[config.mk]
export PLATFORM = sky130hd
export DESIGN_NAME = rgb_pixel_pipe_flat
export DESIGN_NICKNAME = d
export VERILOG_FILES = /design/src/rtl/rgb_pixel_pipe_pkg.sv /design/src/rtl/rgb_pixel_pipe_if.sv /design/src/rtl/rgb_pixel_pipe_sync_2ff.sv /design/src/rtl/rgb_pixel_pipe.sv /design/src/flat_wrapper.sv
export SDC_FILE = /design/constraint.sdc
export NUM_CORES = 1
export LEC_CHECK = 0
export ABC_AREA = 1
export BUFFER_PORTS_ARGS = -buffer_cell sky130_fd_sc_hd__buf_2
export CORE_MARGIN = 10
export CORE_UTILIZATION = 52
export CTS_CLUSTER_DIAMETER = 120
export CTS_CLUSTER_SIZE = 30
export DETAILED_ROUTE_END_ITERATION = 16
export HOLD_SLACK_MARGIN = 0.15
export PLACE_DENSITY = 0.8
export SLEW_MARGIN = 10
export SYNTH_ARGS = -nofsm -noshare
export SYNTH_HDL_FRONTEND = slang
export SYNTH_SLANG_ARGS = --single-unit
[constraint.sdc]
create_clock -name CLK -period 1.6 [get_ports CLK]
set_input_delay 0.32 -clock CLK [delete_from_list [all_inputs] [get_ports CLK]]
set_output_delay 0.32 -clock CLK [all_outputs]
set_load 0.01 [all_outputs]
[src/rtl/rgb_pixel_pipe_pkg.sv]
// Shared types for the VGA colour stage: colour triplet, pipe stage payload, constants.
`timescale 1ns/1ps
package rgb_pkg;
    localparam int DEF_CH_W = 4;

    typedef struct packed {
        logic r;
        logic g;
        logic b;
    } rgb_t;

    localparam rgb_t COLOR_WHITE = 3'b111;
    localparam rgb_t COLOR_BLACK = 3'b000;

    // One pipe stage: text/visible decision travels with the colour it was captured with
    typedef struct packed {
        logic sel;
        rgb_t fg;
    } pixel_t;
endpackage

[src/rtl/rgb_pixel_pipe_if.sv]
// Pixel-stage bus: asynchronous buttons, timing flags and text bit in; VGA channels out.
`timescale 1ns/1ps
interface rgb_pixel_pipe_if
    import rgb_pkg::*;
#(
    parameter int CH_W = DEF_CH_W
);
    logic            BotonR;
    logic            BotonG;
    logic            BotonB;
    logic            LOAD;
    logic            BLINK_EN;
    logic            BIT_FUENTE;
    logic            H_ON;
    logic            V_ON;
    logic [CH_W-1:0] R;
    logic [CH_W-1:0] G;
    logic [CH_W-1:0] B;
    logic            R2;
    logic            G2;
    logic            B2;
    logic            PHASE;

    modport master (
        output BotonR, BotonG, BotonB, LOAD, BLINK_EN, BIT_FUENTE, H_ON, V_ON,
        input  R, G, B, R2, G2, B2, PHASE
    );

    modport slave (
        input  BotonR, BotonG, BotonB, LOAD, BLINK_EN, BIT_FUENTE, H_ON, V_ON,
        output R, G, B, R2, G2, B2, PHASE
    );
endinterface

[src/rtl/rgb_pixel_pipe_sync_2ff.sv]
// Multi-flop synchroniser for one asynchronous level input; clears to 0 on reset.
`timescale 1ns/1ps
module sync_2ff
    import rgb_pkg::*;
#(
    parameter int STAGES = 2
) (
    input  logic clk,
    input  logic rst_n,
    input  logic i_d,
    output logic o_q
);
    logic [STAGES-1:0] r_sh;

    // Shift the raw level through STAGES flops to settle metastability
    always_ff @(posedge clk or negedge rst_n) begin
        if (!rst_n) r_sh <= '0;
        else        r_sh <= {r_sh[STAGES-2:0], i_d};
    end

    assign o_q = r_sh[STAGES-1];
endmodule

[src/rtl/rgb_pixel_pipe.sv]
// Registered colour stage: switch-selected foreground commit, frame-counted blink,
// display-zone gating and a PIPE-deep delay to line up with the registered syncs.
`timescale 1ns/1ps
module rgb_pixel_pipe
    import rgb_pkg::*;
#(
    parameter int CH_W         = DEF_CH_W,
    parameter int PIPE         = 2,
    parameter int SYNC_STAGES  = 2,
    parameter int BLINK_FRAMES = 30
) (
    input  logic             CLK,
    input  logic             RESET_N,
    rgb_pixel_pipe_if.slave  bus
);
    // Bit 3..0 = R, G, B switches and LOAD
    logic [3:0] w_async;
    logic [3:0] w_sync;
    logic       r_load_d;
    logic       w_load_edge;
    rgb_t       r_fg;
    logic       r_von_d;
    logic       w_tick;
    logic [7:0] r_cnt;
    logic       r_phase;
    pixel_t     w_cap;
    pixel_t     w_last;

    assign w_async = {bus.BotonR, bus.BotonG, bus.BotonB, bus.LOAD};

    for (genvar i = 0; i < 4; i++) begin : g_sync
        sync_2ff #(.STAGES(SYNC_STAGES)) u_sync (
            .clk   (CLK),
            .rst_n (RESET_N),
            .i_d   (w_async[i]),
            .o_q   (w_sync[i])
        );
    end

    assign w_load_edge = w_sync[0] & ~r_load_d;
    assign w_tick      = r_von_d & ~bus.V_ON;

    // Edge-detect history for LOAD and V_ON
    always_ff @(posedge CLK or negedge RESET_N) begin
        if (!RESET_N) begin
            r_load_d <= 1'b0;
            r_von_d  <= 1'b0;
        end else begin
            r_load_d <= w_sync[0];
            r_von_d  <= bus.V_ON;
        end
    end

    // Foreground colour: one commit per LOAD press, sampled from the synced switches
    always_ff @(posedge CLK or negedge RESET_N) begin
        if (!RESET_N)         r_fg <= COLOR_WHITE;
        else if (w_load_edge) r_fg <= rgb_t'(w_sync[3:1]);
    end

    // Blink: count frames, toggle phase on wrap; disabling blink wins over a tick
    always_ff @(posedge CLK or negedge RESET_N) begin
        if (!RESET_N) begin
            r_cnt   <= '0;
            r_phase <= 1'b1;
        end else if (!bus.BLINK_EN) begin
            r_cnt   <= '0;
            r_phase <= 1'b1;
        end else if (w_tick) begin
            if (r_cnt == 8'(BLINK_FRAMES - 1)) begin
                r_cnt   <= '0;
                r_phase <= ~r_phase;
            end else begin
                r_cnt   <= r_cnt + 8'd1;
            end
        end
    end

    // FG is read pre-edge, so a pixel captured on the commit edge keeps the old colour
    assign w_cap.sel = bus.BIT_FUENTE & bus.H_ON & bus.V_ON & r_phase;
    assign w_cap.fg  = r_fg;

    for (genvar i = 0; i < PIPE; i++) begin : g_pipe
        pixel_t r_px;
        pixel_t w_d;
        if (i == 0) begin : g_in
            assign w_d = w_cap;
        end else begin : g_in
            assign w_d = g_pipe[i-1].r_px;
        end
        // Pipe stage register; reset discards any in-flight pixel
        always_ff @(posedge CLK or negedge RESET_N) begin
            if (!RESET_N) r_px <= '0;
            else          r_px <= w_d;
        end
    end

    assign w_last = g_pipe[PIPE-1].r_px;

    assign bus.R     = {CH_W{w_last.sel & w_last.fg.r}};
    assign bus.G     = {CH_W{w_last.sel & w_last.fg.g}};
    assign bus.B     = {CH_W{w_last.sel & w_last.fg.b}};
    assign bus.R2    = bus.R[0];
    assign bus.G2    = bus.G[0];
    assign bus.B2    = bus.B[0];
    assign bus.PHASE = r_phase;
endmodule
[src/flat_wrapper.sv]
// flat-port wrapper written by rule: the top's interface ports become plain ports
module rgb_pixel_pipe_flat import rgb_pkg::*;
#(
    parameter int CH_W         = DEF_CH_W,
    parameter int PIPE         = 2,
    parameter int SYNC_STAGES  = 2,
    parameter int BLINK_FRAMES = 30
)
  (CLK, RESET_N, bus_BotonR, bus_BotonG, bus_BotonB, bus_LOAD, bus_BLINK_EN, bus_BIT_FUENTE, bus_H_ON, bus_V_ON, bus_R, bus_G, bus_B, bus_R2, bus_G2, bus_B2, bus_PHASE);
  rgb_pixel_pipe_if #(.CH_W(CH_W)) bus_i ();
  input  logic CLK;
  input  logic RESET_N;
  input wire logic [$bits(bus_i.BotonR)-1:0] bus_BotonR;
  input wire logic [$bits(bus_i.BotonG)-1:0] bus_BotonG;
  input wire logic [$bits(bus_i.BotonB)-1:0] bus_BotonB;
  input wire logic [$bits(bus_i.LOAD)-1:0] bus_LOAD;
  input wire logic [$bits(bus_i.BLINK_EN)-1:0] bus_BLINK_EN;
  input wire logic [$bits(bus_i.BIT_FUENTE)-1:0] bus_BIT_FUENTE;
  input wire logic [$bits(bus_i.H_ON)-1:0] bus_H_ON;
  input wire logic [$bits(bus_i.V_ON)-1:0] bus_V_ON;
  output wire logic [$bits(bus_i.R)-1:0] bus_R;
  output wire logic [$bits(bus_i.G)-1:0] bus_G;
  output wire logic [$bits(bus_i.B)-1:0] bus_B;
  output wire logic [$bits(bus_i.R2)-1:0] bus_R2;
  output wire logic [$bits(bus_i.G2)-1:0] bus_G2;
  output wire logic [$bits(bus_i.B2)-1:0] bus_B2;
  output wire logic [$bits(bus_i.PHASE)-1:0] bus_PHASE;
  assign bus_i.BotonR = bus_BotonR;
  assign bus_i.BotonG = bus_BotonG;
  assign bus_i.BotonB = bus_BotonB;
  assign bus_i.LOAD = bus_LOAD;
  assign bus_i.BLINK_EN = bus_BLINK_EN;
  assign bus_i.BIT_FUENTE = bus_BIT_FUENTE;
  assign bus_i.H_ON = bus_H_ON;
  assign bus_i.V_ON = bus_V_ON;
  assign bus_R = bus_i.R;
  assign bus_G = bus_i.G;
  assign bus_B = bus_i.B;
  assign bus_R2 = bus_i.R2;
  assign bus_G2 = bus_i.G2;
  assign bus_B2 = bus_i.B2;
  assign bus_PHASE = bus_i.PHASE;
  rgb_pixel_pipe #(.CH_W(CH_W), .PIPE(PIPE), .SYNC_STAGES(SYNC_STAGES), .BLINK_FRAMES(BLINK_FRAMES)) u_core (.CLK(CLK), .RESET_N(RESET_N), .bus(bus_i));
endmodule
==> summary.md, run 1 <==
| Metric | Value |
|---|---|
| Post-synthesis cell area | `between 1000 and 1500 µm²` |
| DIE WIDTH | `69.23 µm` |
| Via count | `837` |
| Largest net degree at the start of global routing | `31` |
| Setup repair after global routing missed its margin | `no` |
| GR Util All Layers | `9.150%` |
| Worst slew pin tran | `just over 600 ps` |
| Final Max Slew Viols | `0` |
| Count leader, synth | `nand2_1` |
| Flop2flop setup slack | `around 300 ps` |
| Status | `finished, final reports clean` |
| Die height | `approximately 69 µm` |
| Post-DP HPWL | `between 1500 and 2000 µm` |
| Core Footprint | `approximately 2300 µm²` |
| Share of layout cells above drive strength 1 | `33.78%` |
| CTS root buf | `clkbuf_4` |
| Antenna Violating Nets Remaining | `0` |
| Final worst path period need | `about 1400 ps` |
| CTS tree | `yes` |
| GRT overflow | `0` |
| Place WS | `just over 300 ps` |
| Final Hold Viols | `0` |
| Synth top area share | `51.64%` |
| Peak supply drop | `799.3 µV` |
| Final worst slack | `178.4 ps` |
| Setup Skew | `slightly below 9 ps` |
| DRC | `0` |
| Synth unique cells | `18` |
| Power Total | `around 1.5 mW` |
| P_leak | `~0.8 nW` |
| Critical Path RT | `roughly 1800 ps` |
| Max-slew headroom | `between 50% and 60%` |
| Reg2reg end | `u_core.r_cnt[5]` |
| DRT Wirelength | `2072 µm` |
| Max FO, Critical Path | `14` |
| Wire length per cell | `~12 µm` |
| Post-synthesis register bit count | `30` |
| Post-synthesis async set-or-reset flop share | `100.0%` |
| Crit end category | `flip-flop` |
| EDFF count, synth | `0` |
| Die ar. | `roughly 4800 µm²` |
| Synth top area cells | `dfrtp_1 (52%), nand2_1 (9.2%), dfstp_2 (8.3%)` |
| Hold wc startpoint | `bus_BIT_FUENTE` |
| Hold path cells | `3` |
| Register area share after synthesis | `59.98%` |
| Worst R2R Start | `u_core.r_cnt[1]` |
| Worst Hold Path EP | `u_core.g_pipe[0].r_px[3]` |
| Fmax | `703.4 MHz` |
| Area delta synth->final | `14.50%` |
| I/O pin total | `26` |
| Setup CP Type | `in2reg` |
| Period utilisation layout | `88.85%` |
| Cells on worst reg2reg path | `9` |
| Inst Count DP | `162` |
| P per Cell Area | `1016 nW/µm²` |
| Synth cell count leaders | `nand2_1 (31), dfrtp_1 (26), inv_1 (14), buf_4 (12), nor2_1 (6)` |
| Antenna Cells | `0` |
| Setup TNS | `0 ps` |
| Critical Path Source | `bus_V_ON` |
| CP arrival | `approximately 1600 ps` |
| Final setup fails | `0` |
| Post-synth top flop | `dfrtp_1` |
| RD Place Congestion | `0.8768` |
| CTS max path bufs | `2` |
| IO Port Bufs | `25` |
| Clock slew at reported path FFs | `~90 ps` |
| Fin cells | `176` |
| Clk_lat worst skew | `around 330 ps` |
| # rows | `17` |
| CTS Sinks | `30` |
| Worst setup SP type | `input pin` |
| Synthesized area per cell | `just over 10 µm²` |
| Vias in the first global route | `825` |
| Top cell type by total area after synthesis | `dfrtp_1` |
| Syn Inst Count | `122` |
| DR iter-0 viols | `20` |
| Final #Nets | `approximately 160` |
| First-pass GRT wire length | `3546 µm` |
| Syn. warnings | `0` |
| Hold/Removal Path Class | `in2reg` |
| TritonRoute pass-1 iters | `4` |
| H-tree levels | `2` |
| Initial antenna violation count | `0` |
| Vias per inst | `4.756` |
| # Max-Cap Violations | `0` |
| Total CTS buffers | `5` |
| Initial Utilization | `between 50% and 60%` |
| Syn_nets | `roughly 130` |
## state kept, by name, indices dropped and copies added, names as in the netlist
register	count
u_core.r_von_d	1
u_core.g_sync.u_sync.r_sh	8
u_core.bus.PHASE	1
u_core.r_load_d	1
u_core.g_pipe.w_d	3
u_core.g_pipe.r_px	8
u_core.r_cnt	8
## cell type report
cell class | count | area [µm²]
clock buffers | 6 | 51.30
inverters | 15 | 56.30
well taps | 28 | 35.03
multi-input cells | 64 | 346.6
clock inverters | 2 | 12.51
flip-flops and latches | 30 | 755.7
fillers | 181 | 812.0
repair buffers | 31 | 185.2
## where the power goes
group          internal [mW]  leakage, nW  switching (mW)
logic                 0.0594        0.377          0.0826
clock network          0.211       0.0343           0.252
registers              0.832        0.366          0.0288
## cell families after synthesis
kind of cell / Yosys count / synth area share [%]
AO/OA/AOI/OAI: 2 / 0.7945
XOR/XNOR: 3 / 2.086
buffers and inverters: 28 / 12.51
multiplexers: 3 / 2.681
adder cells (fa/ha/maj): 2 / 1.986
AND/OR/NAND/NOR: 54 / 19.96
flip-flops: 30 / 59.98
## cells in the final DEF, fill, tap and decap left out
cell / n
nor2_2: 4
dfstp_2: 4
nand2_2: 3
buf_2: 25
nor2_4: 1
dfrtp_1: 26
nand2_1: 31
clkbuf_8: 1
xor2_1: 3
nand4_2: 1
nor2_1: 6
inv_2: 1
inv_1: 14
nand4_1: 4
o21ai_0: 2
ha_1: 2
nand3_1: 4
clkbuf_4: 5
clkinv_2: 1
dlygate4sd3_1: 6
clkinvlp_4: 1
mux2_2: 3
## per-layer routing
layer / vias to the layer above / routed length [µm] / track usage [%]
met2: 33 / 893 / 14.11
met4: 0 / 46 / 5.322
met5: - / 0 / 0
met3: 7 / 241 / 6.562
met1: 381 / 891 / 8.673
li1: 416 / - / -
## worst max path at each step
| stage | end | cells past startpoint |
|---|---|---|
| 6_report | u_core.r_cnt[3] | 8 |
| 5_1_grt | u_core.r_cnt[3] | 8 |
| 4_1_cts | u_core.r_cnt[3] | 8 |
| 3_5_place_dp | u_core.r_cnt[5] | 9 |
| 3_3_place_gp | u_core.r_cnt[4] | 7 |
| 2_1_floorplan | u_core.r_cnt[4] | 9 |
## critical path, cell delays in order
cell	delay [ps]
dlygate4sd3_1	530
buf_2	130
inv_1	50
nand2_1	50
nand2_2	220
nand2_1	110
xor2_1	180
nor2_2	50
## per-stage QoR
step | hold slack (ps) | instance area [µm²] | utilization [%]
floorplan | 24.41 | 1260 | -
global placement | 331.2 | 1319 | 58.49
detailed placement | 334.7 | 1319 | 58.49
CTS | 186.7 | 1443 | 63.98
global route | 193.9 | 1443 | 63.98
finish | 200.5 | 1443 | 63.98
## repair_timing
action                                 in CTS  in global routing
hold buffers                                6                  0
setup buffers                               0                  0
endpoints found under the hold margin      31                  0
resized for setup                           0                  0
Power figures use the tool's default switching activity.
==> run 2, diff against run 1 <==
==> constraint.sdc (replaced) <==
create_clock -name CLK -period 1.6 [get_ports CLK]
set_input_delay 0.24 -clock CLK [delete_from_list [all_inputs] [get_ports CLK]]
set_output_delay 0.24 -clock CLK [all_outputs]
set_load 0.01 [all_outputs]
==> run 2 against run 1 <==
Compared with the run above:
- final cell count up 1.1%
- via count down 0.24%
- register-to-register slack about the same
- core utilization up 0.89 points
- flip-flop and latch count unchanged
- hold slack better by 38 ps
- clock-buffer cell count unchanged
- fmax up 1.4%
- critical path depth unchanged
- largest cell class unchanged
- highest routed layer unchanged
==> summary.md, run 2 (synthesized netlist as in run 1, its figures left out) <==
| Metric | Value |
|---|---|
| Flop2flop setup slack | `300 ps (about the same)` |
| Inst Count DP | `162 (unchanged)` |
| TritonRoute pass-1 iters | `4 (unchanged)` |
| # Max-Cap Violations | `0 (unchanged)` |
| CTS tree | `yes` |
| Setup TNS | `0 ps (unchanged)` |
| Vias in the first global route | `848 (+2.8%)` |
| CTS Sinks | `30 (unchanged)` |
| Antenna Cells | `0 (unchanged)` |
| Post-DP HPWL | `1514 µm (-0.39%)` |
| Setup repair after global routing missed its margin | `no` |
| Die height | `69.23 µm (unchanged)` |
| Status | `finished, final reports clean` |
| Largest net degree at the start of global routing | `31 (unchanged)` |
| Core Footprint | `2255 µm² (unchanged)` |
| Clock slew at reported path FFs | `90 ps (about the same)` |
| P per Cell Area | `1000 nW/µm² (-1.6%)` |
| Crit-path cells | `dlygate4sd3_1 > buf_2 > inv_1 > nand2_1 > nand2_2 > nand2_1 > xor2_1 > nor2_2` |
| First-pass GRT wire length | `3746 µm (+5.6%)` |
| Post-layout util | `64.87% (+0.89 points)` |
| Vias per inst | `4.691 (-1.4%)` |
| CTS max path bufs | `2 (unchanged)` |
| Worst R2R Start | `u_core.r_cnt[1]` |
| P_leak | `0.7876 nW (+1.4%)` |
| H-tree levels | `2 (unchanged)` |
| Fmax | `712.9 MHz (+1.4%)` |
| Worst setup SP type | `input pin` |
| Hold path cells | `3 (unchanged)` |
| Area delta synth->final | `16.09%` |
| Largest registers | `u_core.g_pipe.r_px x8, u_core.g_sync.u_sync.r_sh x8, u_core.r_cnt x8` |
| Placed cell area | `1319 µm² (unchanged)` |
| Final Hold Viols | `0 (unchanged)` |
| Hold/Removal Path Class | `in2reg` |
| GR Util All Layers | `9.504% (+0.35 points)` |
| Setup CP Type | `in2reg` |
| Final worst path period need | `1403 ps (-18.94 ps)` |
| Fin cells | `178 (+1.1%)` |
| Antenna Violating Nets Remaining | `0 (unchanged)` |
| Final Max Slew Viols | `0 (unchanged)` |
| Worst slew pin tran | `622.2 ps (+2.005 ps)` |
| Initial Utilization | `55.88% (unchanged)` |
| Die ar. | `4792 µm² (unchanged)` |
| Crit-path most repeated cell | `nand2_1` |
| # rows | `17 (unchanged)` |
| Power Total | `1.463 mW (-0.21%)` |
| CP arrival | `1610 ps (-30 ps)` |
| Wire length per cell | `11.71 µm (-0.55%)` |
| RD Place Congestion | `0.8774 (about the same)` |
| Final worst slack | `197.4 ps (+18.94 ps)` |
| DR iter-0 viols | `21 (+5.0%)` |
| Total CTS buffers | `5 (unchanged)` |
| Critical Path RT | `1810 ps (about the same)` |
| Setup Skew | `8.245 ps (-0.5370 ps)` |
| CTS root buf | `clkbuf_4` |
| IO Port Bufs | `25 (unchanged)` |
| Final #Nets | `161 (+1.3%)` |
| Via count | `835 (-0.24%)` |
| Reg2reg end | `u_core.r_cnt[2]` |
| Post-CTS Repair Setup Buffers | `0 (unchanged)` |
| Initial antenna violation count | `0 (unchanged)` |
| Max FO, Critical Path | `14 (unchanged)` |
| DRC | `0 (unchanged)` |
| Worst Hold Path EP | `u_core.r_cnt[7]` |
| Most frequent cells in the layout | `nand2_1 (31), dfrtp_1 (26), buf_2 (25), inv_1 (14), dlygate4sd3_1 (8)` |
| GRT overflow | `0 (unchanged)` |
| Peak supply drop | `768.5 µV (-3.8%)` |
| Final setup fails | `0 (unchanged)` |
| Period utilisation layout | `87.66% (-1.2 points)` |
| DRT Wirelength | `2084 µm (+0.58%)` |
| Cells on worst reg2reg path | `9 (unchanged)` |
| I/O pin total | `26 (unchanged)` |
| DIE WIDTH | `69.23 µm (unchanged)` |
| Final Instance Area | `1463 µm² (+1.4%)` |
| Clk_lat worst skew | `320 ps (about the same)` |
| Hold_ws | `238.6 ps (+38.05 ps)` |
| CP max stage delay | `550 ps (+20 ps)` |
| Max-slew headroom | `58.52% (-0.13 points)` |
| Most common cell after layout, fill and taps aside | `nand2_1` |
| Place WS | `315.7 ps (+4.885 ps)` |
| Share of layout cells above drive strength 1 | `33.33% (-0.45 points)` |
| Crit-path slowest cell | `dlygate4sd3_1` |
| Hold wc startpoint | `bus_BLINK_EN` |
| Crit end category | `flip-flop` |
==> run 2: final cells by class <==
type / count / area, µm²
Fill cell: 186 / 792.0
Sequential cell: 30 / 755.7
Multi-Input combinational cell: 64 / 346.6
Timing Repair Buffer: 33 / 205.2
Inverter: 15 / 56.30
Clock buffer: 6 / 51.30
Tap cell: 28 / 35.03
Clock inverter: 2 / 12.51
==> run 2: timing repair <==
action | in CTS | in global routing
gates resized for setup | 0 | 0
endpoints found under the hold margin | 32 | 0
hold buffers | 8 | 0
==> run 2: power by group <==
part	internal [mW]	switching, mW
Sequential	0.832	0.0296
Clock	0.211	0.246
Combinational	0.0622	0.0827
Total	1.10	0.358
==> run 2: worst max-delay path by stage <==
stage                         start              end  slack (ps)  cells past startpoint
finish                     bus_V_ON  u_core.r_cnt[4]         200                      8
global route               bus_V_ON  u_core.r_cnt[2]         140                      8
CTS                        bus_V_ON  u_core.r_cnt[4]         250                      8
detailed placement  u_core.r_cnt[1]  u_core.r_cnt[2]         320                      9
global placement    u_core.r_cnt[1]  u_core.r_cnt[4]         410                      9
floorplan           u_core.r_cnt[1]  u_core.r_cnt[4]         460                      9
==> run 2: critical path, delay by kind of cell <==
kind	cells	cell delay, ps
XOR/XNOR	1	200
buffers and inverters	3	740
AND/OR/NAND/NOR	4	430
==> run 2: routing by layer <==
layer	GRT usage, %	wire, µm	vias to the layer above
li1	-	-	417
met1	9.191	845	376
met2	15.22	943	37
met3	5.706	248	5
met4	5.543	46	0
met5	0	0	-
==> run 3, diff against run 2 <==
==> constraint.sdc (replaced) <==
create_clock -name CLK -period 1.6 [get_ports CLK]
set_input_delay 0.08 -clock CLK [delete_from_list [all_inputs] [get_ports CLK]]
set_output_delay 0.08 -clock CLK [all_outputs]
set_load 0.01 [all_outputs]
==> run 3 against run 2 <==
Compared with the run above:
- register-to-register slack about the same
- power increased by 0.13%
- first-iteration DRC count up 43%
- sequential share of layout area shrank 0.35 points
- critical path depth up 1
- flip-flop and latch count unchanged
- clock-buffer cell count did not move
- cell area rose by 0.68%
- sequential power about the same
- highest routed layer unchanged
- combinational power barely moved
- wire length grew 0.24%
- final cell count grew 0.56%
==> summary.md, run 3 (synthesized netlist as in run 1, its figures left out) <==
| Metric | Value |
|---|---|
| CTS root buf | `clkbuf_4` |
| Setup CP Type | `reg2reg` |
| Post-DP HPWL | `1514 µm (unchanged)` |
| Die height | `69.23 µm (unchanged)` |
| GRT overflow | `0 (unchanged)` |
| Most frequent cells in the layout | `nand2_1 (31), dfrtp_1 (26), buf_2 (25), inv_1 (14), dlygate4sd3_1 (9)` |
| Setup TNS | `0 ps (unchanged)` |
| DR iter-0 viols | `30 (+43%)` |
| CTS tree | `yes` |
| Place WS | `315.7 ps (unchanged)` |
| Total CTS buffers | `5 (unchanged)` |
| Worst setup SP type | `flip-flop` |
| Clk_lat worst skew | `320 ps (about the same)` |
| H-tree levels | `2 (unchanged)` |
| P_leak | `0.7917 nW (+0.53%)` |
| Met1 Usage GRT | `9.277% (+0.085 points)` |
| Antenna Cells | `0 (unchanged)` |
| IO Port Bufs | `25 (unchanged)` |
| Wire length per cell | `11.67 µm (-0.32%)` |
| Final Hold Viols | `0 (unchanged)` |
| Setup repair after global routing missed its margin | `no` |
| Core Footprint | `2255 µm² (unchanged)` |
| Fmax | `770.5 MHz (+8.1%)` |
| Antenna Violating Nets Remaining | `0 (unchanged)` |
| Final worst slack | `302.2 ps (+104.8 ps)` |
| Clock slew at reported path FFs | `100 ps (about the same)` |
| Most common cell after layout, fill and taps aside | `nand2_1` |
| Hold/Removal Path Class | `in2async` |
| I/O pin total | `26 (unchanged)` |
| Peak supply drop | `768.5 µV (about the same)` |
| Worst slew pin tran | `622.6 ps (+0.3648 ps)` |
| DRT Wirelength | `2089 µm (+0.24%)` |
| GRT Max-Usage Layer | `met2` |
| TritonRoute pass-1 iters | `4 (unchanged)` |
| DIE WIDTH | `69.23 µm (unchanged)` |
| Initial antenna violation count | `0 (unchanged)` |
| Period utilisation layout | `81.11% (-6.6 points)` |
| Hold_ws | `301.1 ps (+62.53 ps)` |
| Largest registers | `u_core.g_pipe.r_px x8, u_core.g_sync.u_sync.r_sh x8, u_core.r_cnt x8` |
| Vias in the first global route | `851 (+0.35%)` |
| Max FO, Critical Path | `4 (-10)` |
| Area delta synth->final | `16.88%` |
| GR Util All Layers | `9.534% (+0.029 points)` |
| Final #Nets | `162 (+0.62%)` |
| Setup Skew | `8.245 ps (unchanged)` |
| Die ar. | `4792 µm² (unchanged)` |
| RD Place Congestion | `0.8774 (unchanged)` |
| Final Max Slew Viols | `0 (unchanged)` |
| Final setup fails | `0 (unchanged)` |
| DRC | `0 (unchanged)` |
| Status | `finished, final reports clean` |
| P per Cell Area | `994.5 nW/µm² (-0.55%)` |
| Max-slew headroom | `58.49% (about the same)` |
| # Max-Cap Violations | `0 (unchanged)` |
| Vias per inst | `4.693 (about the same)` |
| Share of layout cells above drive strength 1 | `33.11% (-0.22 points)` |
| Final worst path period need | `1298 ps (-104.8 ps)` |
| Critical Path RT | `1810 ps (about the same)` |
| Initial Utilization | `55.88% (unchanged)` |
| CTS max path bufs | `2 (unchanged)` |
| Via count | `840 (+0.60%)` |
| Crit end category | `flip-flop` |
| CP arrival | `1510 ps (-100 ps)` |
| Largest net degree at the start of global routing | `31 (unchanged)` |
| # rows | `17 (unchanged)` |
| Fill cells | `185 (-0.54%)` |
| Met3 Use GR | `5.706% (unchanged)` |
| First-pass GRT wire length | `3760 µm (+0.37%)` |
| CTS Sinks | `30 (unchanged)` |
| Met2 Resource Use GR | `15.22% (unchanged)` |
==> run 3: cell types whose count changed in the layout (fill, tap and decap cells not counted) <==
cell and change:
dlygate4sd3_1 +1
==> run 3: where the power goes <==
| group | internal [mW] | switching, mW |
|---|---|---|
| Sequential | 0.832 | 0.0296 |
| Combinational | 0.0637 | 0.0831 |
| Clock | 0.211 | 0.246 |
==> run 3: routing by layer <==
| layer | up-vias | share of wire [%] |
|---|---|---|
| met4 | 0 | 2.2 |
| met2 | 37 | 45 |
| met3 | 5 | 12 |
| li1 | 420 | - |
| met1 | 378 | 41 |
| met5 | - | 0 |
==> run 3: critical path, cell delays in order, from the launching register on <==
cell	delay, ps
dfrtp_1	410
inv_1	90
ha_1	140
nand2_1	50
nor2_1	80
nand2_1	90
nand2_1	100
nand2_2	60
inv_2	120
nor2_2	40
==> run 3: cell type report <==
class / instances / area (µm²) / share of cell area (%)
Sequential cell: 30 / 755.7 / 51.32
Multi-Input combinational cell: 64 / 346.6 / 23.53
Timing Repair Buffer: 34 / 215.2 / 14.61
Inverter: 15 / 56.30 / 3.823
Clock buffer: 6 / 51.30 / 3.483
Tap cell: 28 / 35.03 / 2.379
Clock inverter: 2 / 12.51 / 0.8496
==> run 3: stage by stage <==
stage               std cells  util [%]  power, mW  area (µm²)
floorplan                 122         -     0.9597        1260
global placement          162     58.49     0.9963        1319
detailed placement        162     58.49      1.009        1319
CTS                       179     65.32      1.486        1473
global route              179     65.32      1.558        1473
finish                    179     65.32      1.465        1473
==> run 3: timing repair <==
item,4_1_cts,5_1_grt
hold buffers,9,0
resized for setup,0,0
hold endpoints to repair,37,0
buffers inserted,0,0
==> run 3: final timing paths <==
| path | from | to | slack, ps | cells after the start |
|---|---|---|---|---|
| min in group CLK | u_core.g_sync[1].u_sync.r_sh[0] | u_core.g_sync[1].u_sync.r_sh[1] | 350 | 0 |
| max | u_core.r_cnt[1] | u_core.r_cnt[2] | 300 | 9 |
| max in group asynchronous | RESET_N | u_core.g_pipe[1].r_px[3] | 890 | 2 |
| max reg2reg | u_core.r_cnt[1] | u_core.r_cnt[2] | 300 | 9 |
| min reg2reg | u_core.g_sync[1].u_sync.r_sh[0] | u_core.g_sync[1].u_sync.r_sh[1] | 350 | 0 |
| min | RESET_N | u_core.g_sync[0].u_sync.r_sh[0] | 300 | 2 |
